## src/rtl/rggen_host_if_axi4lite.sv

```systemverilog
// rggen_host_if_axi4lite: AXI4-Lite slave (aw/w/b/ar/r) to rggen command/response bus bridge, one access at a time
module rggen_host_if_axi4lite #(
  parameter int ADDRESS_WIDTH = 16,
  parameter int DATA_WIDTH = 32,
  localparam int STRB_WIDTH = DATA_WIDTH / 8
) (
  input  logic                     clk,
  input  logic                     rst,
  input  logic                     i_awvalid,
  output logic                     o_awready,
  input  logic [ADDRESS_WIDTH-1:0] i_awaddr,
  input  logic                     i_wvalid,
  output logic                     o_wready,
  input  logic [DATA_WIDTH-1:0]    i_wdata,
  input  logic [STRB_WIDTH-1:0]    i_wstrb,
  output logic                     o_bvalid,
  input  logic                     i_bready,
  output logic [1:0]               o_bresp,
  input  logic                     i_arvalid,
  output logic                     o_arready,
  input  logic [ADDRESS_WIDTH-1:0] i_araddr,
  output logic                     o_rvalid,
  input  logic                     i_rready,
  output logic [DATA_WIDTH-1:0]    o_rdata,
  output logic [1:0]               o_rresp,
  output logic                     o_command_valid,
  output logic                     o_read,
  output logic                     o_write,
  output logic [ADDRESS_WIDTH-1:0] o_address,
  output logic [DATA_WIDTH-1:0]    o_write_data,
  output logic [DATA_WIDTH-1:0]    o_write_mask,
  input  logic                     i_response_ready,
  input  logic [DATA_WIDTH-1:0]    i_read_data,
  input  logic [1:0]               i_status
);
  localparam int LSB = $clog2(STRB_WIDTH);
  typedef enum logic [1:0] {IDLE, COMMAND, RESPONSE} state_e;
  state_e state;
  logic prio;
  logic w_elig;
  logic grant_w;
  logic grant_r;
  logic unused;
  logic [1:0] resp;
  logic [DATA_WIDTH-1:0] mask;
  logic [ADDRESS_WIDTH-1:0] aw_addr;
  logic [ADDRESS_WIDTH-1:0] ar_addr;
  for (genvar i = 0; i < STRB_WIDTH; i++) begin : g_mask
    assign mask[8*i+:8] = {8{i_wstrb[i]}};
  end
  assign aw_addr = {i_awaddr[ADDRESS_WIDTH-1:LSB], {LSB{1'b0}}};
  assign ar_addr = {i_araddr[ADDRESS_WIDTH-1:LSB], {LSB{1'b0}}};
  assign resp = {i_status[0], 1'b0};
  assign unused = ^{i_status[1], i_awaddr[LSB-1:0], i_araddr[LSB-1:0]};
  // prio=0 favours the write when both directions are eligible; gated by rst so readies drop asynchronously
  assign w_elig = i_awvalid && i_wvalid;
  assign grant_w = !rst && state == IDLE && w_elig && (!i_arvalid || !prio);
  assign grant_r = !rst && state == IDLE && i_arvalid && (!w_elig || prio);
  assign o_awready = grant_w;
  assign o_wready = grant_w;
  assign o_arready = grant_r;
  always_ff @(posedge clk or posedge rst) begin
    if (rst) begin
      state <= IDLE;
      prio <= 1'b0;
      o_command_valid <= 1'b0;
      o_write <= 1'b0;
      o_read <= 1'b0;
      o_address <= '0;
      o_write_data <= '0;
      o_write_mask <= '0;
      o_bvalid <= 1'b0;
      o_bresp <= 2'b00;
      o_rvalid <= 1'b0;
      o_rresp <= 2'b00;
      o_rdata <= '0;
    end else begin
      case (state)
        IDLE: if (grant_w || grant_r) begin
          state <= COMMAND;
          o_command_valid <= 1'b1;
          o_write <= grant_w;
          o_read <= grant_r;
          o_address <= grant_w ? aw_addr : ar_addr;
          o_write_data <= grant_w ? i_wdata : '0;
          o_write_mask <= grant_w ? mask : '0;
        end
        COMMAND: if (i_response_ready) begin
          state <= RESPONSE;
          o_command_valid <= 1'b0;
          o_write <= 1'b0;
          o_read <= 1'b0;
          o_address <= '0;
          o_write_data <= '0;
          o_write_mask <= '0;
          o_bvalid <= o_write;
          o_rvalid <= o_read;
          o_bresp <= o_write ? resp : 2'b00;
          o_rresp <= o_read ? resp : 2'b00;
          o_rdata <= o_read ? i_read_data : '0;
        end
        RESPONSE: if ((o_bvalid && i_bready) || (o_rvalid && i_rready)) begin
          state <= IDLE;
          prio <= ~prio;
          o_bvalid <= 1'b0;
          o_rvalid <= 1'b0;
          o_bresp <= 2'b00;
          o_rresp <= 2'b00;
          o_rdata <= '0;
        end
        default: state <= IDLE;
      endcase
    end
  end
endmodule
```

## config.mk

```make
export PLATFORM = sky130hd
export DESIGN_NAME = rggen_host_if_axi4lite
export DESIGN_NICKNAME = d
export VERILOG_FILES = /design/src/rtl/rggen_host_if_axi4lite.sv
export SDC_FILE = /design/constraint.sdc
export NUM_CORES = 1
export LEC_CHECK = 0
export ABC_CLOCK_PERIOD_IN_PS = 3600
export CELL_PAD_IN_SITES_DETAIL_PLACEMENT = 1
export CELL_PAD_IN_SITES_GLOBAL_PLACEMENT = 1
export CORE_MARGIN = 2
export CORE_UTILIZATION = 27
export CTS_CLUSTER_DIAMETER = 100
export DETAILED_ROUTE_END_ITERATION = 10
export MAX_ROUTING_LAYER = met4
export PLACE_DENSITY_LB_ADDON = 0.1
export SETUP_SLACK_MARGIN = 0.3
export SLEW_MARGIN = 10
export SYNTH_ARGS = -nofsm -noshare
export SYNTH_HDL_FRONTEND = slang
export SYNTH_SLANG_ARGS = --single-unit
```

## constraint.sdc

```tcl
create_clock -name clk -period 3.6 [get_ports clk]
set_input_delay 0.72 -clock clk [delete_from_list [all_inputs] [get_ports clk]]
set_output_delay 0.72 -clock clk [all_outputs]
set_load 0.02 [all_outputs]
```

==> results_dict.tcl <==
set metrics [dict create \
    status "finished, final reports clean" \
    slew_headroom_pct 50.4 \
    pin_count 234 \
    tightestPinTransition_ns 0.742 \
    synth.distinct_cells 28 \
    finClkSkew_ns 0.00690 \
    grt_max_degree 56 \
    die-area_mm2 0.0158 \
    syn_to_final_growth_pct 61.8 \
    grtUsageMet1_pct 21.4 \
    nets 663 \
    start_util_pct 27.6 \
    cts.sinks 92 \
    rsz0062_at_grt "no" \
    synth-xor-area-share_pct 0.219 \
    syn_inst 365 \
    fp.dieH_um 126 \
    slew_violations 0 \
    grt_pass1_wl_um 20700 \
    gp_routability_congestion 0.695 \
    top_usage_layer "met2" \
    synth_compound_area_share_pct 15.8 \
    wl_per_cell_um 17.0 \
    maxCapViolCount 0 \
    drive_above_1_share_pct 5.57 \
    drt_iter0_drc 161 \
    endpoint_kind "output pin" \
    synth_area_mm2 0.00399 \
    worstPathMaxFanout 3 \
    post-route-util_pct 44.6 \
    syn-mean-instance-area_um2 10.9 \
    cts_buffers 9 \
    first_global_vias 3761 \
    met3_usage_pct 5.22 \
    totalNegativeSetupSlack_ns 0 \
    synthFlopType "dfrtp_1" \
    viasPerCell 4.67 \
    die_w_um 126 \
    worst_setup_hold_path_clk_slew_ns 0.06 \
    antenna_left 0 \
    rows 44 \
    num_vias 3463 \
    period_minus_slack_ns 3.14 \
    cts_max_level 3 \
    n_fill_cell 1573 \
    crit_arrival_ns 2.42 \
    drt-pass1-iter-count 4 \
    remaining_drc_errors 0 \
    synth_edf_count 0 \
    antenna_cells 0 \
    finalSetupViolCount 0 \
    grtUsageMet2_pct 26.2 \
    grt-ovfl-total 0 \
    yosys_warnings 0 \
    post-cts-setup-buffers 0 \
    layout.cells.non_filler 741 \
    muxShareOfSynthArea_pct 3.51 \
    power_density_mw_per_mm2 789 \
    ctsLongestPathBuffers 2 \
    p_leak_nw 2.78 \
    clock.fmax_mhz 318 \
    antenna_found_initial 0 \
    synth_top_family_by_area "compound AO/OA/AOI/OAI gates" \
    power.total_w 0.00509 \
    cp-start-kind "input pin" \
    min_path_type "flop to flop" \
    async_reset_ff_share_pct 100 \
    hold_violations 0 \
    portBuffers 224 \
    cts_tree "done" \
    critPathKind "input pin to output pin" \
    clk_latency_ns 0.35 \
    grt_usage_pct 17.0 \
    yosys.area_share.simple_pct 12.1 \
    core_area_mm2 0.0145 \
    cts_root_buffer "clkbuf_16" \
    layout.cells.most_common_list "224 x clkdlybuf4s50_1, 92 x dfrtp_1, 48 x nand3_1" \
    postCtsHoldBufs 0 \
    synth-seq-cells 92 \
    finalCritPeriodShare_pct 87.3 \
    dp_hpwl_um 8780 \
    ys_seq_area_share_pct 57.7 \
    layout_commonest_cell "clkdlybuf4s50_1" \
    cp.required_ns 2.88 \
    wl_um 12600 \
    dpl.cell_count 726 \
    peakVddDrop_mv 0.288 \
    yosys.area_share.adder_pct 0 \
]
## cell usage after synthesis, drive strengths merged (2+ instances only)
cell type	count	area, um2
nand2	41	154
dfrtp	92	2300
a21o	2	15.0
nand3	49	258
buf	51	368
a22o	37	324
inv	4	15.0
a21oi	3	26.3
mux2i	14	140
nand2b	2	12.5
o21ai	49	245
clkbuf	10	37.5
o31ai	2	15.0
## flip-flops by register name, indices dropped and copies added, names as in the netlist, 2 cells and up
register,flops
o_rdata,32
o_write_data,32
state,2
o_write_mask,4
o_address,14
## critical path, stage by stage
cell	delay, ns
clkdlybuf4s50_1	0.54
nor3_4	0.25
nand2_1	0.10
a31oi_1	0.16
clkdlybuf4s50_1	0.65
## final timing paths
path,from,endpoint,slack (ns),depth (start not counted)
max,rst,o_arready,0.46,5
min,o_command_valid,o_command_valid,0.49,2
max reg2reg,state[1],o_write_data[5],1.71,4
min reg2reg,o_command_valid,o_command_valid,0.49,2
max in group asynchronous,rst,o_rdata[23],1.83,3
min in group asynchronous,rst,o_write_data[31],1.00,2
## what timing repair did
item | in CTS | in global routing
gates resized for setup | 0 | 1
endpoints found under the hold margin | 0 | 0
setup endpoints to repair | 0 | 1
## where the power goes
| part | switching, W | total, W | internal, W |
|---|---|---|---|
| registers | 0.000251 | 0.00167 | 0.00142 |
| clock network | 0.000402 | 0.000954 | 0.000553 |
| logic | 0.00131 | 0.00247 | 0.00116 |
## layout make-up
type                       instances  area (um2)  area share (%)
sequential                        92        2300            35.7
clock buffer                      11         243            3.76
tap                              184         230            3.57
inverter                           4        17.5           0.271
multi-input combinational        211        1290            20.0
timing repair buffer             235        2320            36.0
clock inverter                     4        50.0           0.775
## kinds of logic (layout without fill, tap and decap cells)
family	after synthesis	in the layout
simple gates	98	98
compound gates	94	94
flops	92	92
buf+inv	65	254
mux	14	14
other cells	1	4
xor+xnor	1	1
## metrics by stage
stage	setup slack [ns]	cell area, um2	hold WS (ns)
2_1_floorplan	0.488	4000	0.526
3_3_place_gp	0.399	6160	0.468
3_5_place_dp	0.410	6160	0.481
4_1_cts	0.389	6450	0.499
5_1_grt	0.324	6460	0.525
6_report	0.457	6460	0.489
## metal layers
layer,vias up,part of all wire (%)
met5,-,0
met4,0,1.8
met3,14,7.5
met2,142,46
met1,1694,45
li1,1613,-
No activity file was read; power rests on OpenSTA's default activity.
